`src/rtl/atm_session_ctrl.sv`:
```
// atm_session_ctrl: ATM session sequencer. It handles card, language, PIN lockout,
// menu validation, the datapath req/ack handshake and the inactivity timeout.
module atm_session_ctrl #(
  parameter logic [3:0]  PIN_VALUE      = 4'b1101,
  parameter int unsigned MAX_TRIES      = 3,
  parameter int unsigned TIMEOUT_CYCLES = 64,
  parameter int unsigned BAL_W          = 8
) (
  input  logic             clk,
  input  logic             rst,
  input  logic             IC,
  input  logic             LC,
  input  logic [3:0]       Pin,
  input  logic             pin_valid,
  input  logic [1:0]       Operation,
  input  logic             op_valid,
  input  logic [5:0]       WithDraw_Amount,
  input  logic [4:0]       Deposit_Amount,
  input  logic             goMain,
  input  logic [BAL_W-1:0] CB,
  output logic             dp_req,
  output logic [1:0]       dp_op,
  output logic [BAL_W-1:0] dp_amount,
  input  logic             dp_ack,
  output logic [BAL_W-1:0] shown_balance,
  output logic             op_done,
  output logic             op_err,
  output logic             card_eject,
  output logic             card_retained,
  output logic [2:0]       tries_left,
  output logic             session_active
);

  localparam int unsigned         TMR_W      = $clog2(TIMEOUT_CYCLES + 1);
  localparam int unsigned         SUM_W      = BAL_W + 1;
  localparam logic [2:0]          TRIES_INIT = 3'(MAX_TRIES);
  localparam logic [TMR_W-1:0]    TMR_LAST   = TMR_W'(TIMEOUT_CYCLES - 1);

  typedef enum logic [2:0] {
    S_IDLE, S_LANG, S_PIN, S_MENU, S_EXEC, S_WD_RETRY, S_EJECT, S_LOCKED
  } state_t;

  state_t             state_q, state_d;
  logic [TMR_W-1:0]   timer_q, timer_d;
  logic               pending_q, pending_d;
  logic               dp_req_q, dp_req_d;
  logic [1:0]         dp_op_q, dp_op_d;
  logic [BAL_W-1:0]   dp_amount_q, dp_amount_d;
  logic [BAL_W-1:0]   shown_balance_q, shown_balance_d;
  logic               op_done_q, op_done_d;
  logic               op_err_q, op_err_d;
  logic               card_eject_q, card_eject_d;
  logic               card_retained_q, card_retained_d;
  logic [2:0]         tries_left_q, tries_left_d;
  logic               session_active_q, session_active_d;

  logic [BAL_W-1:0]   wd_ext;
  logic [BAL_W-1:0]   dep_ext;
  logic [SUM_W-1:0]   dep_sum;
  logic               wd_ok;
  logic               activity;
  logic               interactive;

  assign wd_ext      = BAL_W'(WithDraw_Amount);
  assign dep_ext     = BAL_W'(Deposit_Amount);
  assign dep_sum     = {1'b0, CB} + SUM_W'(Deposit_Amount);
  assign wd_ok       = (wd_ext <= CB);
  assign activity    = pin_valid | op_valid | goMain;
  assign interactive = (state_q == S_LANG) || (state_q == S_PIN) ||
                       (state_q == S_MENU) || (state_q == S_WD_RETRY);

  // Next-state, timeout and registered-output computation
  always_comb begin
    state_d         = state_q;
    timer_d         = '0;
    pending_d       = pending_q;
    dp_op_d         = dp_op_q;
    dp_amount_d     = dp_amount_q;
    shown_balance_d = shown_balance_q;
    tries_left_d    = tries_left_q;
    op_done_d       = 1'b0;
    op_err_d        = 1'b0;

    case (state_q)
      S_IDLE: if (IC) state_d = S_LANG;
      S_LANG: begin
        if (!IC)     state_d = S_IDLE;
        else if (LC) state_d = S_PIN;
      end
      S_PIN: begin
        if (!IC) begin
          state_d = S_EJECT;
        end else if (pin_valid) begin
          if (Pin == PIN_VALUE) begin
            state_d      = S_MENU;
            tries_left_d = TRIES_INIT;
          end else begin
            tries_left_d = tries_left_q - 3'd1;
            if (tries_left_q == 3'd1) state_d = S_LOCKED;
          end
        end
      end
      S_MENU: begin
        if (!IC) begin
          state_d = S_EJECT;
        end else if (op_valid) begin
          case (Operation)
            2'b00: begin
              if (!wd_ok) begin
                op_err_d = 1'b1;
                state_d  = S_WD_RETRY;
              end else begin
                state_d     = S_EXEC;
                dp_op_d     = 2'b00;
                dp_amount_d = wd_ext;
              end
            end
            2'b01: begin
              if (dep_sum[BAL_W]) begin
                op_err_d = 1'b1;
              end else begin
                state_d     = S_EXEC;
                dp_op_d     = 2'b01;
                dp_amount_d = dep_ext;
              end
            end
            2'b10: begin
              state_d     = S_EXEC;
              dp_op_d     = 2'b10;
              dp_amount_d = '0;
            end
            default: state_d = S_EJECT;
          endcase
        end
      end
      S_WD_RETRY: begin
        if (!IC) begin
          state_d = S_EJECT;
        end else if (goMain) begin
          state_d = S_MENU;
        end else if (op_valid && (Operation == 2'b00)) begin
          if (!wd_ok) begin
            op_err_d = 1'b1;
          end else begin
            state_d     = S_EXEC;
            dp_op_d     = 2'b00;
            dp_amount_d = wd_ext;
          end
        end
      end
      S_EXEC: begin
        // Card removal mid-handshake is remembered and honoured after the ack
        if (!IC) pending_d = 1'b1;
        if (dp_ack) begin
          shown_balance_d = CB;
          op_done_d       = 1'b1;
          pending_d       = 1'b0;
          state_d         = (pending_q || !IC) ? S_EJECT : S_MENU;
        end
      end
      S_EJECT:  state_d = S_IDLE;
      S_LOCKED: if (!IC) state_d = S_IDLE;
      default:  state_d = S_IDLE;
    endcase

    // Idle counting only while waiting for the user in an interactive state
    if (interactive && (state_d == state_q) && !activity) begin
      if (timer_q == TMR_LAST) state_d = S_EJECT;
      else                     timer_d = timer_q + TMR_W'(1);
    end

    if (state_d == S_IDLE) tries_left_d = TRIES_INIT;

    dp_req_d         = (state_d == S_EXEC);
    card_eject_d     = (state_d == S_EJECT);
    card_retained_d  = (state_d == S_LOCKED);
    session_active_d = (state_d == S_MENU) || (state_d == S_EXEC) ||
                       (state_d == S_WD_RETRY);
  end

  // State and output registers with synchronous reset
  always_ff @(posedge clk) begin
    if (rst) begin
      state_q          <= S_IDLE;
      timer_q          <= '0;
      pending_q        <= 1'b0;
      dp_req_q         <= 1'b0;
      dp_op_q          <= 2'b00;
      dp_amount_q      <= '0;
      shown_balance_q  <= '0;
      op_done_q        <= 1'b0;
      op_err_q         <= 1'b0;
      card_eject_q     <= 1'b0;
      card_retained_q  <= 1'b0;
      tries_left_q     <= TRIES_INIT;
      session_active_q <= 1'b0;
    end else begin
      state_q          <= state_d;
      timer_q          <= timer_d;
      pending_q        <= pending_d;
      dp_req_q         <= dp_req_d;
      dp_op_q          <= dp_op_d;
      dp_amount_q      <= dp_amount_d;
      shown_balance_q  <= shown_balance_d;
      op_done_q        <= op_done_d;
      op_err_q         <= op_err_d;
      card_eject_q     <= card_eject_d;
      card_retained_q  <= card_retained_d;
      tries_left_q     <= tries_left_d;
      session_active_q <= session_active_d;
    end
  end

  assign dp_req         = dp_req_q;
  assign dp_op          = dp_op_q;
  assign dp_amount      = dp_amount_q;
  assign shown_balance  = shown_balance_q;
  assign op_done        = op_done_q;
  assign op_err         = op_err_q;
  assign card_eject     = card_eject_q;
  assign card_retained  = card_retained_q;
  assign tries_left     = tries_left_q;
  assign session_active = session_active_q;

endmodule

```
`config.mk`:
```
export PLATFORM = sky130hd
export DESIGN_NAME = atm_session_ctrl
export DESIGN_NICKNAME = d
export VERILOG_FILES = /design/src/rtl/atm_session_ctrl.sv
export SDC_FILE = /design/constraint.sdc
export NUM_CORES = 1
export LEC_CHECK = 0
export ABC_AREA = 1
export CAP_MARGIN = 20
export CORE_MARGIN = 10
export CORE_UTILIZATION = 52
export DETAILED_ROUTE_END_ITERATION = 12
export PLACE_DENSITY_LB_ADDON = 0.05
export SYNTH_ARGS = -nofsm -noshare
export SYNTH_HDL_FRONTEND = slang
export SYNTH_SLANG_ARGS = --single-unit
```
`constraint.sdc`:
```
create_clock -name clk -period 6.49 [get_ports clk]
set_input_delay 1.947 -clock clk [delete_from_list [all_inputs] [get_ports clk]]
set_output_delay 1.947 -clock clk [all_outputs]
set_load 0.02 [all_outputs]
```
==> reports/results.txt, run 1 <==
CTS root buf - clkbuf_8
H-tree depth - 2
Antenna violations before repair - 0
Logic pwr share - 20.5%
Clock buffer depth - 2
Hold crit path type - flip-flop to flip-flop
Vias - 2262
Half-perimeter wire length after placement - 4770 um
Hold-fix buffers, CTS - 0
Post-Synth Simple-Gate Area - 36.8%
Post-synthesis adder-cell area fraction - 9.42%
Area of the multi-input gates - 1250 um^2
Critical path peak fanout - 6
Post-route DRC - 0
TritonCTS buffer count - 5
Die height - 85.9 um
Leakage - 1.37 nW
FILL cells - 361
Drt pass-1 iters - 4
Part of the power in registers - 48.6%
Average routed wire per standard cell - 14.1 um
Core Util, Final - 71.2%
Sequential share of the synthesized area - 33.7%
Share of cells above drive strength 1 - 8.20%
Cell Pwr Density - 172 nW/um^2
Cell Chain, Critical Path - clkdlybuf4s50_1, inv_1, ha_1, nand2_1, nor3_2, nand2_1, nand2_1, nand2_1, nor2_1, nand2_1, nand3_1, nand2_1, nand3_1, nand3_2, or2_1, nor2_2
Startpoint types - input pin
Power Total - 0.503 mW
Clock power share - 30.9%
First-pass GRT wire length - 10300 um
DRT antenna net count - 0
Worst-Skew Late Latency - 0.29 ns
Vias in the first global route - 2216
Non-Filler Instances - 428
Synth Area per Inst - 7.04 um^2
Post-Syn Nets - 371
Pint - 0.353 mW
Worst EP required - 6.72 ns
WP buf/inv - 2
Port Buffers - 59
Slew HR - 50.2%
Final Hold Vio Count - 0
Largest family of logic cells by synthesized area - simple AND/OR/NAND/NOR gates
Register Area - 761 um^2
Share of the synthesized area in the top cell type - 33.7%
Yosys top cell by area - dfxtp_1
Setup TNS - 0 ns
Outcome - finished, final reports clean
DRT iter0 DRCs - 79
Diode count - 0
Synth top area cells - dfxtp_1, nand2_1, ha_1
Clock Skews - 0.00500 ns
TritonCTS Sinks - 38
Fmax achieved - 244 MHz
RSZ-0062 raised after global routing - no
Setup CP Type - input pin to flip-flop
Cells resized by post-CTS repair - 0
Initial Util - 54.9%
Synth Area in Compound Gates - 7.20%
Max incr delay on CP - 0.50 ns
Wirelength, routed - 6050 um
Post-Syn Instances - 321
Die area - 7380 um^2
Max_cap viols - 0
Post-synthesis instance area - 2260 um^2
Rows - 23
Count of pins over their slew limit - 0
CP arrival - 4.32 ns
Yosys reg bits - 38
NetSw - 0.149 mW
Core Region - 4120 um^2
Most used cell, CP - nand2_1
Tot GR Track Use - 16.8%
Unique cell type count in the Yosys netlist - 35
Peak supply drop - 100 uV
Switching share of total power - 29.7%
Endpoint type of the worst setup path - flip-flop
Slew @ Worst Pin - 0.746 ns
Top Ports - 60
Slowest-stage cell, CP - clkdlybuf4s50_1
Via density - 5.29
CP delay by family, top - simple AND/OR/NAND/NOR gates
Die width - 85.9 um
Post-layout min period - 4.09 ns
Mux share of post-synthesis cell area - 0%
DP Cell Count - 421
Clock transition at path regs - 0.07 ns
Placer congestion estimate - 0.901
Tcrit/Tclk final - 63.0%
Synth-to-Final Area Change - 29.8%
Synth Area in XOR/XNOR - 1.94%
Final Setup Violations - 0
Largest net degree at the start of global routing - 23
Final nets - 428
CTS tree - done
Total setup buffers inserted after CTS - 0
Synthesis Warnings - 0
Global route overflow - 0
power groups by stage:
stage          Combinational [mW]  Sequential [mW]  Clock (mW)
2_1_floorplan              0.0622            0.248           0
3_3_place_gp               0.0987            0.249           0
3_5_place_dp                0.101            0.249           0
4_1_cts                     0.102            0.244       0.159
5_1_grt                     0.116            0.245       0.165
6_report                    0.103            0.244       0.155
layer usage:
metal	up-vias	global-route usage [%]	wire length, um	part of all wire (%)
met5	-	0	0	0
met4	0	4.64	81	1.3
met3	9	6.15	535	8.8
met2	84	27.9	2880	48
met1	1017	19.9	2550	42
li1	1152	-	-	-
sequential cells by signal (all words and copies together) (netlist names):
name and flops:
card_eject 1, card_retained 1, dp_amount 8, dp_op 2, dp_req 1, op_done 1, op_err 1, pending_q 1
session_active 1, shown_balance 8, state_q 3, timer_q 7, tries_left 3
cell usage in the layout, fill, tap and decap left out:
cell type        count
nand2_2              4
a21oi_2              1
dfxtp_1             38
nand3b_1             2
a2111oi_0            1
a311oi_1             1
nor2_1              24
nand2_4              1
o22ai_1              1
clkinv_2             2
nor3b_1              1
inv_1               46
xnor2_1              1
o211ai_1             1
nand3_2              3
o211a_1              1
nor3_2               2
nand3_1             35
clkbuf_8             5
nand4_1              7
nor2_2               7
xor2_1               4
clkdlybuf4s50_1     59
nor4_1               3
nand2_1             75
a21oi_1              9
a2111o_1             1
or2_1                1
nor2_4               2
a31oi_1              1
ha_1                17
inv_2                4
nor3_1               8
o21ai_0             10
worst reg2reg max path: cells and delay by family (launching register included):
family | cells | cell delay (ns)
buffers and inverters | 1 | 0.07
AND/OR/NAND/NOR | 10 | 1.61
flip-flops | 1 | 0.64
per-stage QoR:
step | worst slack (ns) | hold slack (ns) | area [um^2]
floorplan | 2.90 | 0.422 | 2260
global placement | 2.20 | 0.431 | 2850
detailed placement | 2.08 | 0.433 | 2850
CTS | 2.39 | 0.444 | 2930
global route | 2.06 | 0.476 | 2930
finish | 2.40 | 0.443 | 2930
path summary, 6_finish.rpt:
check	startpoint	endpoint	slack [ns]	cells after the start
worst min register to register	timer_q[6]$_SDFF_PP0_	timer_q[6]$_SDFF_PP0_	0.44	2
worst min-delay path	timer_q[6]$_SDFF_PP0_	timer_q[6]$_SDFF_PP0_	0.44	2
worst max register to register	state_q[0]$_SDFF_PP0_	timer_q[1]$_SDFF_PP0_	4.12	11
worst max-delay path	CB[5]	timer_q[1]$_SDFF_PP0_	2.40	16
final cells by class:
cell class / count / area share, %
clock buffers: 5 / 2.35
well taps: 50 / 2.13
repair buffers: 59 / 20.2
clock inverters: 2 / 0.342
inverters: 50 / 6.40
multi-input cells: 224 / 42.7
flip-flops and latches: 38 / 26.0
Yosys cell counts, drive strengths merged:
master	n
ha	17
inv	50
nor3b	1
a2111oi	1
o211ai	1
nand3	38
xor2	4
nand3b	2
a2111o	1
o22ai	1
xnor2	1
o211a	1
nor4	3
a21oi	10
o21ai	10
nor3	10
buf	5
nor2	33
dfxtp	38
nand2	80
or2	1
a311oi	1
nand4	7
clkbuf	4
a31oi	1
cells by family after synthesis:
group / after synthesis
XOR/XNOR: 5
adder cells (fa/ha/maj): 17
flip-flops: 38
AND/OR/NAND/NOR: 175
AO/OA/AOI/OAI: 27
buffers and inverters: 59
(Power assumes the default switching activity.)
==> run 2, diff against run 1 <==
Settings changed: CORE_UTILIZATION 52 to 44.
Clock period 6.49 ns to 3.45 ns, I/O delays scaled along.
==> run 2 against run 1 <==
Global-route usage decreased by 2.4 points; cell count is 6.1% higher; first-iteration DRC count is 86% higher; highest routed layer unchanged; combinational power grew 88%; critical endpoint is now timer_q[2]$_SDFF_PP0_; setup slack got worse by 2.0 ns; critical path type unchanged; clock skew up 0.00090 ns; largest cell class unchanged.
==> reports/results.txt, run 2 (same netlist as run 1, synthesis figures left out) <==
Core Region - 5040 um^2 (+23%)
H-tree depth - 2 (unchanged)
Global route overflow - 0 (unchanged)
Post-layout min period - 3.09 ns
Port Buffers - 59 (unchanged)
Rows - 26 (+13%)
Synth-to-Final Area Change - 34.3%
Final Setup Violations - 0 (unchanged)
Slew HR - 64.7% (+14 points)
Final Hold Vio Count - 0 (unchanged)
Tot GR Track Use - 14.4% (-2.4 points)
Largest net degree at the start of global routing - 19 (-17%)
Commonest non-fill, non-tap cell in the layout - nand2_1
Critical path peak fanout - 6 (unchanged)
Drt pass-1 iters - 4 (unchanged)
Worst-Skew Late Latency - 0.29 ns (about the same)
CP arrival - 3.31 ns (-1.01 ns)
Share of cells above drive strength 1 - 9.64% (+1.4 points)
Leakage - 1.41 nW (+3.1%)
Clock buffer depth - 2 (unchanged)
Max_cap viols - 0 (unchanged)
Power Total - 1.04 mW (+110%)
Average routed wire per standard cell - 12.9 um (-8.5%)
Startpoint types - input pin
RSZ-0062 raised after global routing - no
GR peak layer - met2
Hold depth - 2 (unchanged)
TritonCTS Sinks - 38 (unchanged)
Setup TNS - 0 ns (unchanged)
Most frequent cells in the layout - nand2_1, clkdlybuf4s50_1, inv_1
Fmax achieved - 323 MHz
DRT iter0 DRCs - 147 (+86%)
Wirelength, routed - 5870 um (-3.0%)
Hold crit path type - flip-flop to flip-flop
Die width - 91.6 um (+6.7%)
Cells on worst reg2reg path - 12 (+1)
Final nets - 434 (+1.4%)
Post-route DRC - 0 (unchanged)
Antenna violations before repair - 0 (unchanged)
TritonCTS buffer count - 5 (unchanged)
Initial Util - 44.8% (-10 points)
Clock Skews - 0.00590 ns (+0.000900 ns)
Worst EP required - 3.67 ns (-3.05 ns)
FILL cells - 493 (+37%)
Peak supply drop - 211 uV (+110%)
Clock transition at path regs - 0.07 ns (about the same)
CTS tree - done
First-pass GRT wire length - 10000 um (-2.7%)
Half-perimeter wire length after placement - 4710 um (-1.3%)
Top Ports - 60 (unchanged)
Die height - 91.6 um (+6.7%)
Die area - 8400 um^2 (+14%)
Cells resized by post-CTS repair - 0 (unchanged)
GR Util met1 - 17.8% (-2.0 points)
Vias - 2151 (-4.9%)
Vias in the first global route - 2166 (-2.3%)
Outcome - finished, final reports clean
Met3 usage in global routing - 5.46% (-0.69 points)
Endpoint type of the worst setup path - flip-flop
Tcrit/Tclk final - 89.7%
DRT antenna net count - 0 (unchanged)
CTS root buf - clkbuf_8
Diode count - 0 (unchanged)
Slew @ Worst Pin - 0.526 ns (-0.220 ns)
Cell Pwr Density - 342 nW/um^2 (+99%)
Hold-fix buffers, CTS - 0 (unchanged)
Setup CP Type - input pin to flip-flop
Global Route met2 Usage - 22.4% (-5.5 points)
Placer congestion estimate - 0.908 (+0.81%)
Via density - 4.74 (-10%)
Total setup buffers inserted after CTS - 0 (unchanged)
Count of pins over their slew limit - 0 (unchanged)
run 2: through the flow:
stage	hold slack (ns)	setup slack, ns	utilization (%)	instance area [um^2]	cells
floorplan	0.422	0.769	-	2260	321
global placement	0.433	0.0818	57.9	2920	447
detailed placement	0.438	0.0492	57.9	2920	447
CTS	0.452	0.356	60.2	3030	454
global route	0.474	0.0812	60.2	3030	454
finish	0.454	0.356	60.2	3030	454
run 2: final timing paths:
path                             startpoint                        end  slack [ns]
setup reg to reg      state_q[0]$_SDFF_PP0_  dp_amount[0]$_SDFFE_PP0P_        1.28
hold / removal    dp_amount[6]$_SDFFE_PP0P_  dp_amount[6]$_SDFFE_PP0P_        0.45
hold reg to reg   dp_amount[6]$_SDFFE_PP0P_  dp_amount[6]$_SDFFE_PP0P_        0.45
setup / recovery                      CB[5]      timer_q[2]$_SDFF_PP0_        0.36
run 2: layout make-up:
type	count	area [um^2]	share of cell area (%)
Clock buffer	6	82.6	2.72
Clock inverter	1	30.0	0.990
Inverter	50	188	6.19
Multi-Input combinational cell	224	1250	41.2
Sequential cell	38	761	25.1
Tap cell	70	87.6	2.89
Timing Repair Buffer	65	636	20.9
run 2: worst max-delay path, stage by stage:
cell	delay, ns
clkdlybuf4s50_1	0.50
inv_1	0.07
ha_1	0.29
nand2_1	0.06
nor3_2	0.12
nand2_1	0.07
nand2_1	0.07
nand2_1	0.08
nor2_1	0.14
nand2_1	0.06
nand3_1	0.08
nand2_1	0.07
nand3_1	0.11
nand3_2	0.08
or2_1	0.34
nor2_2	0.12
run 2: layer usage:
metal | vias up | routed length [um]
li1 | 1164 | -
met1 | 941 | 2770
met2 | 44 | 2620
met3 | 2 | 441
met4 | 0 | 38
met5 | - | 0
run 2: power by group:
part           total, mW  internal (mW)  switching (mW)
sequential         0.459          0.447          0.0122
clock              0.383          0.231           0.152
combinational      0.194         0.0854           0.108
==> run 3, diff against run 2 <==
Settings changed: ABC_AREA 1 to not set, REMOVE_ABC_BUFFERS set to 1.
==> run 3 against run 2 <==
Via count up 3.8%; critical path depth is 6 lower; global-route usage is 0.44 points higher; total power decreased by 2.2%; clock-buffer cell count unchanged; hold slack worse by 0.020 ns; flip-flop and latch count unchanged; largest cell class unchanged; largest power group unchanged.
==> reports/results.txt, run 3 <==
Outcome - finished, final reports clean
TritonCTS buffer count - 5 (unchanged)
Die width - 92.0 um (+0.37%)
Top-count cell post-synth - dfxtp_1
Via density - 5.41 (+14%)
Post-Syn Instances - 268 (-17%)
Placer congestion estimate - 0.884 (-2.7%)
Synthesis Warnings - 0 (unchanged)
Core Region - 5070 um^2 (+0.65%)
Count of pins over their slew limit - 0 (unchanged)
Unique cell type count in the Yosys netlist - 57 (+63%)
Mux share of post-synthesis cell area - 0% (unchanged)
Synth Area per Inst - 8.51 um^2 (+21%)
Vias in the first global route - 2221 (+2.5%)
Endpoint type of the worst setup path - flip-flop
Total setup buffers inserted after CTS - 0 (unchanged)
Worst EP required - 3.67 ns (about the same)
Clock transition at path regs - 0.07 ns (about the same)
Vias - 2233 (+3.8%)
DRT antenna net count - 0 (unchanged)
Max_cap viols - 0 (unchanged)
Post-synthesis adder-cell area fraction - 9.33% (-0.088 points)
Worst-Skew Late Latency - 0.29 ns (about the same)
Synth Area in Compound Gates - 22.4% (+15 points)
Core Util, Final - 62.1% (+2.0 points)
Number of enable flip-flop cells after synthesis - 0 (unchanged)
Peak supply drop - 211 uV (+0.31%)
Yosys top cell by area - dfxtp_1
Cells resized by post-CTS repair - 0 (unchanged)
Hold crit path type - flip-flop to flip-flop
Top Ports - 60 (unchanged)
Wirelength, routed - 6130 um (+4.5%)
Synth-to-Final Area Change - 38.3%
Sequential share of the synthesized area - 33.4% (-0.31 points)
Slew @ Worst Pin - 0.568 ns (+0.0422 ns)
Diode count - 0 (unchanged)
Rows - 26 (unchanged)
Largest family of logic cells by synthesized area - simple AND/OR/NAND/NOR gates
H-tree depth - 2 (unchanged)
Pre-CTS setup slack - -0.0710 ns (-0.120 ns)
Most frequent cells in the layout - clkdlybuf4s50_1, dfxtp_1, nand2_1
Tcrit/Tclk final - 93.9% (+4.2 points)
Final Setup Violations - 0 (unchanged)
Tot GR Track Use - 14.9% (+0.44 points)
Antenna violations before repair - 0 (unchanged)
CP arrival - 3.46 ns (+0.15 ns)
Commonest non-fill, non-tap cell in the layout - clkdlybuf4s50_1
Main synth FF type - dfxtp_1
Drt pass-1 iters - 4 (unchanged)
CTS root buf - clkbuf_8
Critical path peak fanout - 6 (unchanged)
Hold-fix buffers, CTS - 0 (unchanged)
Cell Pwr Density - 321 nW/um^2 (-5.9%)
Fmax achieved - 309 MHz (-4.5%)
Share of the synthesized area in the top cell type - 33.4% (-0.31 points)
Port Buffers - 59 (unchanged)
Synth top area cells - dfxtp_1, ha_1, nand2_1
Slew HR - 62.1% (-2.6 points)
Global route overflow - 0 (unchanged)
Largest net degree at the start of global routing - 28 (+9)
Commonest cells post-synth - dfxtp_1, nand2_1, nor2_1
Die area - 8460 um^2 (+0.73%)
Final nets - 393 (-9.4%)
TritonCTS Sinks - 38 (unchanged)
Clock Skews - 0.00785 ns (+0.00195 ns)
Setup CP Type - input pin to flip-flop
Post-Synth Simple-Gate Area - 28.2% (-8.6 points)
Post-synthesis instance area - 2280 um^2 (+0.94%)
Share of cells above drive strength 1 - 10.5% (+0.86 points)
Leakage - 1.28 nW (-9.6%)
Setup ws final - 0.211 ns (-0.145 ns)
CTS tree - done
Startpoint types - input pin
Post-layout min period - 3.24 ns (+0.145 ns)
Half-perimeter wire length after placement - 4940 um (+5.0%)
DRT iter0 DRCs - 122 (-17%)
Average routed wire per standard cell - 14.8 um (+15%)
Post-synth ARST share - 0% (unchanged)
Post-route DRC - 0 (unchanged)
Final Hold Vio Count - 0 (unchanged)
First-pass GRT wire length - 10600 um (+5.6%)
Yosys reg bits - 38 (unchanged)
RSZ-0062 raised after global routing - no
Clock buffer depth - 2 (unchanged)
Synth Area in XOR/XNOR - 1.54% (-0.40 points)
Die height - 92.0 um (+0.37%)
Initial Util - 44.9% (+0.13 points)
## run 3: cell count changes in the layout (fill, tap and decap cells not counted), sizes merged, moves of 5 or more
cell,previous run,this run
inv,50,15
nand2,80,29
nor2,33,23
and2,0,6
o21ai,10,4
buf,6,19
nor2b,0,5
nand3,38,8
a21oi,10,20
a221o,0,5
nor3b,1,8
and3,0,6
o2111ai,0,5
## run 3: cells by family after synthesis
kind of cell	after synthesis
simple gates	119
compound gates	65
flops	38
buf+inv	25
fa+ha+maj	17
xor+xnor	4
## run 3: report_power, final
group	switching (mW)	internal (mW)	total, mW
Combinational	0.0834	0.0901	0.173
Sequential	0.0117	0.444	0.455
Clock	0.153	0.231	0.384
Total	0.248	0.765	1.01
## run 3: final timing paths
| path | start | endpoint | slack, ns | depth (start not counted) |
|---|---|---|---|---|
| setup / recovery | CB[2] | card_eject$_SDFF_PP0_ | 0.21 | 10 |
| hold / removal | timer_q[6]$_SDFF_PP0_ | timer_q[6]$_SDFF_PP0_ | 0.43 | 2 |
| setup reg to reg | state_q[2]$_SDFF_PP0_ | tries_left[0]$_SDFFE_PP1P_ | 1.04 | 7 |
| hold reg to reg | timer_q[6]$_SDFF_PP0_ | timer_q[6]$_SDFF_PP0_ | 0.43 | 2 |
## run 3: area by class of cell
cell class / count / area, um^2
tap: 70 / 87.6
inverter: 15 / 56.3
clock inverter: 1 / 30.0
clock buffer: 6 / 82.6
fill: 486 / 1920
multi-input combinational: 205 / 1400
sequential: 38 / 761
timing repair buffer: 78 / 733
## run 3: critical path, cell delays in order
cell and delay (ns):
clkdlybuf4s50_1 0.49, buf_4 0.12, inv_1 0.03, ha_1 0.28, o21ai_0 0.16, a21oi_1 0.08, o211a_1 0.28, a211o_1 0.34
or4b_1 0.51, a21oi_1 0.14
## run 3: metal layers
layer	up-vias	part of all wire, %	GRT usage, %
li1	1138	-	-
met1	1012	47	18.9
met2	73	45	23.4
met3	10	6.7	3.99
met4	0	1.3	5.91
met5	-	0	0
## run 3: stage by stage
step	instance area, um^2	setup TNS [ns]	hold slack [ns]	power (mW)	cells
final	3150	0	0.434	1.01	413
after global routing	3150	0	0.470	1.06	413
after detailed placement	3040	-0.610	0.425	0.638	406
after CTS	3150	0	0.435	1.02	413
after floorplan	2220	0	0.410	0.544	258
after global placement	3040	-0.678	0.420	0.638	406
